$ cat config.mk
export PLATFORM = sky130hd
export DESIGN_NAME = frame_ram_arbiter_flat
export DESIGN_NICKNAME = d
export VERILOG_FILES = /design/src/rtl/frame_ram_arbiter_pkg.sv /design/src/rtl/frame_ram_arbiter_if.sv /design/src/rtl/frame_ram_arbiter_rr_pick.sv /design/src/rtl/frame_ram_arbiter.sv /design/src/flat_wrapper.sv
export SDC_FILE = /design/constraint.sdc
export NUM_CORES = 1
export LEC_CHECK = 0
export ABC_AREA = 1
export ABC_CLOCK_PERIOD_IN_PS = 2500
export CORE_MARGIN = 2
export CORE_UTILIZATION = 38
export DETAILED_ROUTE_END_ITERATION = 10
export MAX_ROUTING_LAYER = met4
export PLACE_DENSITY_LB_ADDON = 0.1
export SYNTH_ARGS = -nofsm -noshare
export SYNTH_HDL_FRONTEND = slang
export SYNTH_SLANG_ARGS = --single-unit
$ cat constraint.sdc
create_clock -name clk_i -period 2.5 [get_ports clk_i]
set_input_delay 0.5 -clock clk_i [delete_from_list [all_inputs] [get_ports clk_i]]
set_output_delay 0.5 -clock clk_i [all_outputs]
set_load 0.01 [all_outputs]
$ cat src/rtl/frame_ram_arbiter_pkg.sv
// Shared constants and types for the frame RAM and its arbiter.
// Also imported by the image engine so everything agrees on RAM geometry.
package frame_ram_arbiter_pkg;

    localparam int N_REQ     = 3;
    localparam int DATA_W    = 8;
    localparam int ADDR_W    = 17;
    localparam int DEPTH     = 76800;
    localparam int RD_LAT    = 1;
    localparam int BURST_MAX = 16;
    localparam int IDX_W     = (N_REQ > 1) ? $clog2(N_REQ) : 1;
    localparam int CNT_W     = $clog2(BURST_MAX + 1);

    typedef enum logic [0:0] {
        ARB_IDLE = 1'b0,
        ARB_OWN  = 1'b1
    } arb_state_e;

    // One entry of the read-return pipeline; valid marks an accepted read.
    typedef struct packed {
        logic             valid;
        logic             oor;
        logic [IDX_W-1:0] idx;
    } tag_t;

    function automatic logic [IDX_W-1:0] idx_inc(input logic [IDX_W-1:0] i);
        return (i == IDX_W'(N_REQ - 1)) ? '0 : i + 1'b1;
    endfunction

endpackage

$ cat src/rtl/frame_ram_arbiter_if.sv
// Requester-side and RAM-side signals of the frame RAM arbiter.
// Handshake: an access is accepted in any cycle where req_i[k] and gnt_o[k] are both 1.
interface frame_ram_arbiter_if
    import frame_ram_arbiter_pkg::*;
    ();

    logic [N_REQ-1:0]        req_i;
    logic [N_REQ-1:0]        we_i;
    logic [N_REQ*ADDR_W-1:0] addr_i;
    logic [N_REQ*DATA_W-1:0] wdata_i;
    logic [N_REQ-1:0]        gnt_o;
    logic [N_REQ-1:0]        rvalid_o;
    logic [DATA_W-1:0]       rdata_o;
    logic [N_REQ-1:0]        err_o;
    logic                    ram_en_o;
    logic                    ram_we_o;
    logic [ADDR_W-1:0]       ram_addr_o;
    logic [DATA_W-1:0]       ram_wdata_o;
    logic [DATA_W-1:0]       ram_rdata_i;
    logic                    busy_o;
    arb_state_e              arb_state;

    modport slave (
        input  req_i, we_i, addr_i, wdata_i, ram_rdata_i,
        output gnt_o, rvalid_o, rdata_o, err_o,
        output ram_en_o, ram_we_o, ram_addr_o, ram_wdata_o, busy_o, arb_state
    );

    modport master (
        output req_i, we_i, addr_i, wdata_i, ram_rdata_i,
        input  gnt_o, rvalid_o, rdata_o, err_o,
        input  ram_en_o, ram_we_o, ram_addr_o, ram_wdata_o, busy_o, arb_state
    );

endinterface

$ cat src/rtl/frame_ram_arbiter_rr_pick.sv
// Combinational round-robin picker: first set request at or after start, wrapping.
module frame_ram_arbiter_rr_pick
    import frame_ram_arbiter_pkg::*;
(
    input  logic [N_REQ-1:0] req,
    input  logic [IDX_W-1:0] start,
    output logic [N_REQ-1:0] onehot,
    output logic [IDX_W-1:0] idx,
    output logic             found
);

    localparam logic [IDX_W:0] N_W = (IDX_W + 1)'(N_REQ);

    logic [N_REQ-1:0] rot;
    logic [IDX_W:0]   sum;

    // Rotating the doubled vector puts the start index at bit 0.
    assign rot = N_REQ'({req, req} >> start);

    always_comb begin
        found = 1'b0;
        idx   = '0;
        sum   = '0;
        for (int i = 0; i < N_REQ; i++) begin
            if (!found && rot[i]) begin
                found = 1'b1;
                sum   = {1'b0, start} + (IDX_W + 1)'(i);
                idx   = (sum >= N_W) ? IDX_W'(sum - N_W) : IDX_W'(sum);
            end
        end
        onehot = found ? (N_REQ'(1) << idx) : '0;
    end

endmodule

$ cat src/rtl/frame_ram_arbiter.sv
// Round-robin arbiter with bounded bursts sharing one single-port frame RAM.
// Registered command stage; fixed-latency tagged read return; out-of-range trapping.
module frame_ram_arbiter
    import frame_ram_arbiter_pkg::*;
(
    input logic clk_i,
    input logic rstn_i,
    frame_ram_arbiter_if.slave bus
);

    localparam logic [ADDR_W:0] DEPTH_W = (ADDR_W + 1)'(DEPTH);
    localparam logic [CNT_W-1:0] CNT_MAX = CNT_W'(BURST_MAX);

    arb_state_e       state_q, state_d;
    logic [IDX_W-1:0] owner_q, owner_d;
    logic [IDX_W-1:0] ptr_q, ptr_d;
    logic [CNT_W-1:0] cnt_q, cnt_d;

    logic [N_REQ-1:0] owner_oh;
    logic [N_REQ-1:0] pick_req;
    logic [IDX_W-1:0] pick_start;
    logic [N_REQ-1:0] pick_oh;
    logic [IDX_W-1:0] pick_idx;
    logic             pick_found;
    logic             others;
    logic             keep;
    logic [N_REQ-1:0] gnt;

    assign owner_oh = N_REQ'(1) << owner_q;
    assign others   = |(bus.req_i & ~owner_oh);
    assign keep     = (state_q == ARB_OWN) && bus.req_i[owner_q] &&
                      ((cnt_q < CNT_MAX) || !others);

    // When owning, the owner is masked so a re-pick always moves on.
    assign pick_req   = (state_q == ARB_OWN) ? (bus.req_i & ~owner_oh) : bus.req_i;
    assign pick_start = (state_q == ARB_OWN) ? idx_inc(owner_q) : ptr_q;

    frame_ram_arbiter_rr_pick u_pick (
        .req    (pick_req),
        .start  (pick_start),
        .onehot (pick_oh),
        .idx    (pick_idx),
        .found  (pick_found)
    );

    always_comb begin
        state_d = state_q;
        owner_d = owner_q;
        ptr_d   = ptr_q;
        cnt_d   = cnt_q;
        gnt     = '0;
        if (keep) begin
            gnt   = owner_oh;
            cnt_d = (cnt_q == CNT_MAX) ? cnt_q : cnt_q + 1'b1;
        end else if (pick_found) begin
            gnt     = pick_oh;
            state_d = ARB_OWN;
            owner_d = pick_idx;
            cnt_d   = CNT_W'(1);
            ptr_d   = idx_inc(pick_idx);
        end else begin
            state_d = ARB_IDLE;
            cnt_d   = '0;
        end
    end

    always_ff @(posedge clk_i or negedge rstn_i) begin
        if (!rstn_i) begin
            state_q <= ARB_IDLE;
            owner_q <= '0;
            ptr_q   <= '0;
            cnt_q   <= '0;
        end else begin
            state_q <= state_d;
            owner_q <= owner_d;
            ptr_q   <= ptr_d;
            cnt_q   <= cnt_d;
        end
    end

    // Select the granted requester's slice.
    logic              acc;
    logic              sel_we;
    logic [ADDR_W-1:0] sel_addr;
    logic [DATA_W-1:0] sel_wdata;
    logic [IDX_W-1:0]  sel_idx;
    logic              oor;

    always_comb begin
        sel_we    = 1'b0;
        sel_addr  = '0;
        sel_wdata = '0;
        sel_idx   = '0;
        for (int k = 0; k < N_REQ; k++) begin
            if (gnt[k]) begin
                sel_we    = bus.we_i[k];
                sel_addr  = bus.addr_i[k*ADDR_W +: ADDR_W];
                sel_wdata = bus.wdata_i[k*DATA_W +: DATA_W];
                sel_idx   = IDX_W'(k);
            end
        end
    end

    assign acc = |(gnt & bus.req_i);
    assign oor = ({1'b0, sel_addr} >= DEPTH_W);

    logic              ram_en_q;
    logic              ram_we_q;
    logic [ADDR_W-1:0] ram_addr_q;
    logic [DATA_W-1:0] ram_wdata_q;
    logic [N_REQ-1:0]  err_q;
    tag_t              tag_q [0:RD_LAT];

    always_ff @(posedge clk_i or negedge rstn_i) begin
        if (!rstn_i) begin
            ram_en_q    <= 1'b0;
            ram_we_q    <= 1'b0;
            ram_addr_q  <= '0;
            ram_wdata_q <= '0;
            err_q       <= '0;
            for (int i = 0; i <= RD_LAT; i++) begin
                tag_q[i] <= '0;
            end
        end else begin
            ram_en_q <= acc && !oor;
            if (acc && !oor) begin
                ram_we_q    <= sel_we;
                ram_addr_q  <= sel_addr;
                ram_wdata_q <= sel_wdata;
            end
            err_q    <= (acc && oor) ? gnt : '0;
            tag_q[0] <= '{valid: acc && !sel_we, oor: oor, idx: sel_idx};
            for (int i = 1; i <= RD_LAT; i++) begin
                tag_q[i] <= tag_q[i-1];
            end
        end
    end

    logic any_tag;

    always_comb begin
        any_tag = 1'b0;
        for (int i = 0; i <= RD_LAT; i++) begin
            any_tag = any_tag | tag_q[i].valid;
        end
    end

    assign bus.gnt_o       = gnt;
    assign bus.ram_en_o    = ram_en_q;
    assign bus.ram_we_o    = ram_we_q;
    assign bus.ram_addr_o  = ram_addr_q;
    assign bus.ram_wdata_o = ram_wdata_q;
    assign bus.err_o       = err_q;
    assign bus.rvalid_o    = tag_q[RD_LAT].valid ? (N_REQ'(1) << tag_q[RD_LAT].idx) : '0;
    assign bus.rdata_o     = (tag_q[RD_LAT].valid && !tag_q[RD_LAT].oor) ? bus.ram_rdata_i : '0;
    assign bus.busy_o      = ram_en_q | any_tag;
    assign bus.arb_state   = state_q;

endmodule

$ cat src/flat_wrapper.sv
// flat-port wrapper written by rule: the top's interface ports become plain ports
module frame_ram_arbiter_flat import frame_ram_arbiter_pkg::*;
  (clk_i, rstn_i, bus_req_i, bus_we_i, bus_addr_i, bus_wdata_i, bus_ram_rdata_i, bus_gnt_o, bus_rvalid_o, bus_rdata_o, bus_err_o, bus_ram_en_o, bus_ram_we_o, bus_ram_addr_o, bus_ram_wdata_o, bus_busy_o, bus_arb_state);
  frame_ram_arbiter_if bus_i ();
  input logic clk_i;
  input logic rstn_i;
  input wire logic [$bits(bus_i.req_i)-1:0] bus_req_i;
  input wire logic [$bits(bus_i.we_i)-1:0] bus_we_i;
  input wire logic [$bits(bus_i.addr_i)-1:0] bus_addr_i;
  input wire logic [$bits(bus_i.wdata_i)-1:0] bus_wdata_i;
  input wire logic [$bits(bus_i.ram_rdata_i)-1:0] bus_ram_rdata_i;
  output wire logic [$bits(bus_i.gnt_o)-1:0] bus_gnt_o;
  output wire logic [$bits(bus_i.rvalid_o)-1:0] bus_rvalid_o;
  output wire logic [$bits(bus_i.rdata_o)-1:0] bus_rdata_o;
  output wire logic [$bits(bus_i.err_o)-1:0] bus_err_o;
  output wire logic [$bits(bus_i.ram_en_o)-1:0] bus_ram_en_o;
  output wire logic [$bits(bus_i.ram_we_o)-1:0] bus_ram_we_o;
  output wire logic [$bits(bus_i.ram_addr_o)-1:0] bus_ram_addr_o;
  output wire logic [$bits(bus_i.ram_wdata_o)-1:0] bus_ram_wdata_o;
  output wire logic [$bits(bus_i.busy_o)-1:0] bus_busy_o;
  output wire logic [$bits(bus_i.arb_state)-1:0] bus_arb_state;
  assign bus_i.req_i = bus_req_i;
  assign bus_i.we_i = bus_we_i;
  assign bus_i.addr_i = bus_addr_i;
  assign bus_i.wdata_i = bus_wdata_i;
  assign bus_i.ram_rdata_i = bus_ram_rdata_i;
  assign bus_gnt_o = bus_i.gnt_o;
  assign bus_rvalid_o = bus_i.rvalid_o;
  assign bus_rdata_o = bus_i.rdata_o;
  assign bus_err_o = bus_i.err_o;
  assign bus_ram_en_o = bus_i.ram_en_o;
  assign bus_ram_we_o = bus_i.ram_we_o;
  assign bus_ram_addr_o = bus_i.ram_addr_o;
  assign bus_ram_wdata_o = bus_i.ram_wdata_o;
  assign bus_busy_o = bus_i.busy_o;
  assign bus_arb_state = bus_i.arb_state;
  frame_ram_arbiter u_core (.clk_i(clk_i), .rstn_i(rstn_i), .bus(bus_i));
endmodule
== Word level (Yosys, flattened, before mapping) ==
Cells that the tools add are included.

* Word-level logic and storage cells: 96
* Flip-flop bits (word level): 48
* Output and inout bits: 46
* Bits of input ports: 91

* Bitwise operators: 6
* Add/sub/neg operators: 8
* Order comparisons: 6
* Shift-type cells: 4
* Multiplexer cells: 35
* Reduce and logical (&&, ||, !) cells: 18
* Eq/ne operators: 4

{| class="wikitable"
|+ Operators with widths
! cell !! count
|-
| two-way mux 17 bit || 3
|-
| two-way mux 8 bit || 4
|-
| two-way mux 2 bit || 10
|-
| greater-or-equal comparator 17 bit (second input constant) || 1
|-
| two-way mux 3 bit || 5
|-
| two-way mux 1 bit || 10
|-
| two-way mux 5 bit || 2
|-
| left shift 1 x 2 -> 3 bit (first input constant) || 3
|-
| logical AND 1 bit || 8
|-
| AND 3 bit || 2
|-
| greater-or-equal comparator 3 x 2 -> 1 bit (second input constant) || 2
|-
| logical NOT 1 bit || 6
|-
| OR reduction 3 bit || 2
|-
| right shift 6 x 2 -> 3 bit || 1
|-
| subtractor 2 bit (second input constant) || 3
|-
| adder 5 x 1 -> 5 bit (second input constant) || 1
|-
| == test 5 bit (second input constant) || 1
|-
| less-than comparator 5 bit (second input constant) || 1
|-
| adder 2 x 1 -> 2 bit (second input constant) || 2
|-
| == test 2 bit (second input constant) || 2
|-
| adder 2 x 1 -> 3 bit (second input constant) || 1
|-
| adder 2 x 2 -> 3 bit (second input constant) || 1
|-
| less-than comparator 2 x 3 -> 1 bit (second input constant) || 1
|-
| NOT 3 bit || 1
|-
| other kinds (7) || 8
|}

== Logic depth before layout (Yosys ltp) ==
Gate-level depths: netlist of run 1.

* Word-level depth: 21
* Depth in mapped cells: 25
* Gate-level depth less buffers: 22

== By module ==
From an unflattened synthesis of run 1, not the netlist that was laid out.

* Cells, all modules: 450
* Area total of the unflattened synthesis: 3,165.5 µm²

{| class="wikitable"
|+ Modules (own cells, without submodules)
! module !! instances !! cells an instance !! seq. area each (µm²) !! area each (µm²)
|-
| frame_ram_arbiter || 1 || 399 || 1,201.2 || 2,871.5
|-
| frame_ram_arbiter_rr_pick || 1 || 51 || 0.0 || 294.0
|}

== Worst setup path before layout of run 1 ==
OpenSTA, ideal clock, no wires.

* Path kind: register to output
* Start point: register u_core.state_q, in the netlist u_core.bus.arb_state
* End point: output bus_gnt_o[2]
* Required time: 2,000 ps
* Buffers on the path: 4
* Data arrival time: 2,169 ps
* Slack: -169 ps
* Cell stages (with the launch flop): 14
* Path through: dfrtp_1 -> buf_2 -> inv_2 -> nand2_1 -> nand2_1 -> ha_1 -> nand3_1 -> nand2_1 -> nor2_2 -> nand3_1 -> nand2_2 -> buf_6 -> clkbuf_1 -> buf_4

* Cells in the longest elaborated chain, start to end: 12
* Elaborated cells between the ends (all ways): 29
* Those cells by class: add/sub (5); order compare (3); shift (2); mux (13); reduce/logical (6)

{| class="wikitable"
|+ Ends and longest elaborated chain
! what !! RTL line !! RTL
|-
| from (decl) || frame_ram_arbiter.sv:14 || <nowiki>arb_state_e state_q, state_d;</nowiki>
|-
| from (signal assigned) || frame_ram_arbiter.sv:74 || <nowiki>state_q <= state_d;</nowiki>
|-
| branches (longest 11 deep; another with adder 2 x 1 -> 3 bit) || n/a ||
|-
| two-way mux 3 bit * || frame_ram_arbiter.sv:52 || <nowiki>if (keep) begin</nowiki>
|-
| to (decl) || flat_wrapper.sv:12 || <nowiki>output wire logic [$bits(bus_i.gnt_o)-1:0] bus_gnt_o;</nowiki>
|}

Every way passes the cells marked *.

== Final worst setup path of run 1 ==
* Start point: register u_core.state_q, in the netlist u_core.bus.arb_state
* End point: register u_core.ram_wdata_q[5], in the netlist u_core.bus.ram_wdata_o[5]

* Cells in the longest elaborated chain, start to end: 18
* Elaborated cells between the ends (all ways): 40
* Those cells by class: add/sub (5); order compare (4); shift (2); mux (19); bitwise (1); reduce/logical (9)

{| class="wikitable"
|+ Ends and longest elaborated chain
! what !! RTL line !! RTL
|-
| branches (longest 11 deep; another with adder 2 x 1 -> 3 bit) || n/a ||
|-
| two-way mux 3 bit * || frame_ram_arbiter.sv:52 ||
|-
| two-way mux 17 bit (3 in a row) || frame_ram_arbiter.sv:95 || <nowiki>if (gnt[k]) begin</nowiki>
|-
| greater-or-equal comparator 17 bit || frame_ram_arbiter.sv:105 || <nowiki>assign oor = ({1'b0, sel_addr} >= DEPTH_W);</nowiki>
|-
| logical NOT 1 bit || frame_ram_arbiter.sv:126 || <nowiki>if (acc && !oor) begin</nowiki>
|-
| logical AND 1 bit || frame_ram_arbiter.sv:126 ||
|-
| to (signal assigned) || frame_ram_arbiter.sv:129 || <nowiki>ram_wdata_q <= sel_wdata;</nowiki>
|-
| to (decl) || frame_ram_arbiter.sv:110 || <nowiki>logic [DATA_W-1:0] ram_wdata_q;</nowiki>
|}

Marked as above.
A chain may end at the register's enable or synchronous reset.

==> reports/results.tsv, run 1 <==
stage	metric	value	unit
synth	synth_edf_count	0	
layout	final_layout_size_suffix_gt1_frac	0.333	
setup_path	cp.arrival	3000	ps
synth	postSynthAreaPerCell	7.13	µm²
clock_tree	cts.clk_slew.worst_paths	100	ps
layout	fin_area	5660	µm²
layout	n_antenna_cell	0	
grt	grt_pass1_vias	3349	
setup_path	end_kind	flip-flop	
synth	syn_area	3060	µm²
synth	yosysWarnings	0	
place	dpl.cell_count	692	
synth	seq_area_frac_synth	0.393	
floorplanning	pin_count	137	
floorplanning	core	7770	µm²
hold_path	hp-class	input port to asynchronous set/reset pin	
floorplanning	start_util	0.394	
synth	synth.distinct_cells	30	
job	max_cap_viol_count	0	
timing	fin_crit_sh	1.12	
routing	dr.pass1.iters	5	
clock_tree	cts.htree.levels	2	
timing	setup-violations-final	35	
synth	yosysMostFrequentCell	nand2_1	
layout	multi_input_area	2000	µm²
setup_path	cp-start-kind	flip-flop	
place	postPlaceCellArea	4820	µm²
routing	drt_iter0_drc	168	
clock_tree	cts_buffers	5	
setup_path	crit_required	2710	ps
floorplanning	die_x	93.7	µm
floorplanning	row_count	32	
place	hpwl	7140	µm
timing	rsz0062_at_grt	true	
synth	syn_inst	429	
synth	async_flop_share	1.00	
routing	wl	10200	µm
floorplanning	die_h	93.7	µm
synth	ys.flop_type	dfrtp_1	
synth	synth_area_leaders	dfrtp_1 39%, nand2_1 20%, nand3_1 6.1%, nand4_1 5.9%, inv_1 4.2%	
grt	antenna_found_initial	0	
grt	grt_use_total	0.224	
timing	period_needed	2790	ps
timing	fin_ws	-294	ps
layout	stdcell_count	727	
routing	drcViolationCount	0	
floorplanning	die-area	8780	µm²
layout	seqCellArea	1200	µm²
synth	yosysTopAreaCellShare	0.393	
synth	ys_ff_latch	48	
routing	dr_total_vias	3521	
routing	via_per_inst	4.84	
place	gp_congestion	0.863	
clock_tree	cts_tree	yes	
place	port_buffers	136	
grt	grt_pass1_wl	15400	µm
synth	synth_common_cells	165 x nand2_1, 48 x dfrtp_1, 37 x nand3_1	
clock_tree	clock-sinks	48	
clock_tree	clockBufferDepth	2	
setup_path	worstPathMaxFanout	6	
grt	globalRouteOverflowTotal	0	
clock_tree	clk_latency	310	ps
routing	detail-route-antenna-nets	0	
timing	tightestPinTransition	559	ps
timing	fin_worst_skew	9.93	ps
timing	max-slew-margin-rel	0.627	
layout	nets	718	
grt	grt_max_degree	26	
synth	synth_top_cell_by_area	dfrtp_1	
setup_path	critPathKind	flip-flop to flip-flop	
timing	hold_viol	0	
routing	drt-wirelength-per-cell	14.0	µm
synth	syn_nets	523	
layout	syn_to_final_growth	85.2	%
outcome	status	finished, violations left	
layout	fillers	575	
timing	report.final.slew_viol_count	0	
outcome	violations	negative setup slack	
timing	max_clock_freq	358	MHz
clock_tree	clock-root-buffer	clkbuf_8	
[cell usage in the layout (no fill, tap or decap), drive strengths merged]
cell type / synthesis / final
nand2: 184 / 184
clkdlybuf4s50: 0 / 129
buf: 15 / 75
dfrtp: 48 / 48
nand3: 47 / 47
inv: 42 / 42
nor2: 30 / 30
nand4: 29 / 29
o21ai: 12 / 12
clkbuf: 6 / 7
a21oi: 3 / 3
dlygate4sd2: 0 / 3
ha: 3 / 3
clkinv: 0 / 3
or3: 2 / 2
xor2: 2 / 2
and3: 1 / 1
o221ai: 1 / 1
nor3: 1 / 1
or2: 1 / 1
nor3b: 1 / 1
o31ai: 1 / 1
[final timing paths]
path	startpoint	end	slack [ps]	cells past startpoint
worst max-delay path	u_core.bus.arb_state	u_core.bus.ram_wdata_o[5]	-290	20
worst min-delay path	rstn_i	u_core.bus.ram_wdata_o[6]	180	1
worst max register to register	u_core.bus.arb_state	u_core.bus.ram_wdata_o[5]	-290	20
worst min register to register	u_core.tag_q[6]	u_core.tag_q[2]	360	0
max in group asynchronous	rstn_i	u_core.bus.ram_addr_o[8]	1640	2
min in group clk_i	u_core.tag_q[6]	u_core.tag_q[2]	360	0
[cells by family after synthesis]
kind of cell / share of synthesized area
simple gates: 0.456
buf+inv: 0.0937
flops: 0.393
compound gates: 0.0393
fa+ha+maj: 0.0123
xor+xnor: 0.00573
[state kept, by name, indices dropped and copies added, names as in the netlist]
register                cells
u_core.bus.ram_addr_o      17
u_core.bus.ram_wdata_o      8
u_core.tag_q                8
u_core.cnt_q                5
u_core.bus.err_o            3
u_core.owner_q              2
u_core.ptr_q                2
u_core.bus.arb_state        1
u_core.bus.ram_en_o         1
u_core.bus.ram_we_o         1
[through the flow]
stage | worst slack (ps) | hold slack (ps) | TNS [ps] | utilization
2_1_floorplan | -32.3 | 204 | -518 | -
3_3_place_gp | -675 | 332 | -21320 | 0.621
3_5_place_dp | -746 | 336 | -23770 | 0.621
4_1_cts | -207 | 182 | -5540 | 0.688
5_1_grt | -443 | 211 | -13410 | 0.729
6_report | -294 | 179 | -8620 | 0.729
[layout make-up]
cell class / instances / area share
Multi-Input combinational cell: 318 / 0.352
Sequential cell: 48 / 0.213
Tap cell: 102 / 0.0225
Clock buffer: 5 / 0.0121
Clock inverter: 3 / 0.00331
Inverter: 42 / 0.0287
Timing Repair Buffer: 209 / 0.368
[worst max-delay path, cell delays in order (launching register included)]
cell	delay, ps
dfrtp_2	500
o21ai_4	310
buf_4	170
nand2_2	60
nand2_4	80
buf_6	100
nand4_1	130
nand2_2	100
nand3_2	90
nand2_4	140
buf_6	140
nand2_4	40
nand2_2	70
inv_2	50
nand3_4	60
nand2_4	60
nand3_4	80
nand3_4	170
clkbuf_16	220
nand2_2	60
nand2_1	50
[timing repair]
action                                  4_1_cts  5_1_grt
hold buffers                                  0        0
gates cloned                                  1        3
endpoints found under the setup margin       35       35
hold endpoints to repair                      0        0
pin swaps                                    15       26
setup buffers                                15        8
resized for setup                            91       59
[layer usage]
layer / vias up / track usage / part of all wire / wire length [µm]
met5: - / - / 0 / 0
met4: 0 / 0.0543 / 0.011 / 112
met3: 9 / 0.0377 / 0.054 / 547
met2: 102 / 0.386 / 0.52 / 5350
met1: 1645 / 0.276 / 0.41 / 4200
li1: 1765 / - / - / -
Power of run 1 is left out: the tool's default activity adds up to more than one toggle a clock period on the data nets, which glitch-free logic cannot reach.
==> run 2, diff against run 1 <==
--- a/config.mk
+++ b/config.mk
@@ -6,8 +6,6 @@
 export NUM_CORES = 1
 export LEC_CHECK = 0
 export ABC_AREA = 1
-export ABC_CLOCK_PERIOD_IN_PS = 2500
-export CORE_MARGIN = 2
 export CORE_UTILIZATION = 38
 export DETAILED_ROUTE_END_ITERATION = 10
 export MAX_ROUTING_LAYER = met4
==> reports/results.tsv, run 2 (synthesis gave the netlist of run 1 again) <==
stage	metric	value	unit
outcome	status	finished, violations left	
outcome	violations	negative setup slack	
setup_path	critPathTopFamily	simple AND/OR/NAND/NOR gates	
routing	wl	10100	µm
layout	largest_reg_flops	17	
job	max_cap_viol_count	0	
timing	max_clock_freq	355	MHz
routing	drt_iter0_drc	145	
hold_path	hp-class	input port to asynchronous set/reset pin	
setup_path	end_kind	flip-flop	
grt	grt_pass1_vias	3447	
setup_path	critPathLaunch	u_core.bus.arb_state	
timing	rsz0062_at_grt	true	
layout	n_antenna_cell	0	
routing	drt-wirelength-per-cell	14.0	µm
place	gp_congestion	0.845	
setup_path	critical_path.cell_chain	nand3_4 -> o21ai_4 -> buf_6 -> ha_4 -> nand3_2 -> nand2_2 -> nor2_4 -> nand3_2 -> nand2_2 -> buf_6 -> buf_6 -> nand2_4 -> nand3_4 -> nor2_4 -> nand3_4 -> nand3_4 -> buf_12 -> nand2_2 -> nand2_2	
setup_path	cp-start-kind	flip-flop	
clock_tree	clockBufferDepth	2	
clock_tree	cts.clk_slew.worst_paths	90	ps
setup_path	worstPathMaxFanout	8	
layout	layout_commonest_cell	clkdlybuf4s50_1	
layout	nets	717	
layout	fin_util	0.722	
routing	dr_total_vias	3586	
clock_tree	cts_buffers	5	
layout	final_cell_mix	129 x clkdlybuf4s50_1, 110 x nand2_1, 53 x nand2_2	
clock_tree	cts.htree.levels	2	
floorplanning	pin_count	137	
clock_tree	clk_latency	300	ps
routing	drcViolationCount	0	
routing	via_per_inst	4.94	
timing	fin_worst_skew	2.88	ps
setup_path	critPathBufInv	4	
timing	setup-violations-final	35	
timing	report.final.slew_viol_count	0	
floorplanning	core	7770	µm²
setup_path	critPathKind	flip-flop to flip-flop	
grt	globalRouteOverflowTotal	0	
layout	syn_to_final_growth	83.5	%
timing	fin_ws	-319	ps
timing	hold_viol	0	
floorplanning	die-area	8410	µm²
place	port_buffers	136	
floorplanning	row_count	32	
routing	detail-route-antenna-nets	0	
grt	antenna_found_initial	0	
layout	final_layout_size_suffix_gt1_frac	0.338	
grt	grt_max_degree	23	
place	hpwl	7200	µm
floorplanning	die_x	91.7	µm
floorplanning	die_h	91.7	µm
clock_tree	clock-sinks	48	
grt	grt_pass1_wl	16200	µm
timing	period_needed	2820	ps
grt	grt_use_total	0.247	
timing	tightestPinTransition	355	ps
timing	max-slew-margin-rel	0.764	
setup_path	reg2reg_to	u_core.bus.ram_addr_o[5]	
routing	dr.pass1.iters	4	
setup_path	ff2ff_setup_slack	-320	ps
clock_tree	cts_hold_buf	0	
timing	fin_crit_sh	1.13	
clock_tree	clock-root-buffer	clkbuf_8	
setup_path	cp.arrival	3010	ps
clock_tree	cts_tree	yes	
setup_path	max_stage_delay	500	ps
setup_path	slowest_stage	dfrtp_2	
setup_path	r2r_start	u_core.bus.arb_state	
setup_path	reg2reg_depth	19	
setup_path	crit_required	2690	ps
floorplanning	start_util	0.394	
## run 2: cell count changes in the layout (fill, tap and decap cells not counted), moves of 2 or more
cell | previous run | this run
nand2_2 | 45 | 53
nand2_1 | 116 | 110
nand2_4 | 23 | 20
nand3_2 | 7 | 10
buf_4 | 48 | 50
buf_6 | 20 | 18
clkbuf_16 | 2 | 0
clkinv_2 | 2 | 0
nand3_4 | 10 | 8
## run 2: worst max-delay path by stage
stage,endpoint,slack (ps),depth (start not counted)
after floorplan,u_core.bus.ram_addr_o[16],-30,21
after global placement,bus_gnt_o[1],-690,12
after detailed placement,bus_gnt_o[1],-740,12
after CTS,bus_gnt_o[1],-260,13
after global routing,u_core.bus.ram_addr_o[5],-440,22
final,u_core.bus.ram_addr_o[5],-320,19
## run 2: layout make-up
class	instances	area, µm²
Inverter	42	160
Timing Repair Buffer	208	2030
Clock inverter	1	7.51
Clock buffer	7	86.3
Multi-Input combinational cell	318	1990
Fill cell	606	2160
Tap cell	102	128
Sequential cell	48	1200
## run 2: routing by layer
layer,GRT usage,routed length (µm)
met1,0.298,4030
met2,0.424,5260
met3,0.0448,604
met4,0.0729,232
met5,-,0
## run 2: stage by stage
stage / setup TNS [ps] / setup slack (ps) / std cells / hold WS, ps / cell area (µm²)
6_report: -9590 / -319 / 726 / 95.1 / 5610
5_1_grt: -13630 / -436 / 726 / 108 / 5610
4_1_cts: -6880 / -263 / 715 / 104 / 5280
3_5_place_dp: -23440 / -741 / 695 / 350 / 4860
3_3_place_gp: -21350 / -692 / 695 / 333 / 4860
2_1_floorplan: -518 / -32.3 / 429 / 204 / 3120
## run 2: timing repair
action	CTS	global route
endpoints found under the setup margin	35	35
pin swaps	11	42
buffers inserted	11	12
gates resized for setup	67	78
cloned	1	1
Power of run 2 is left out for the same reason.
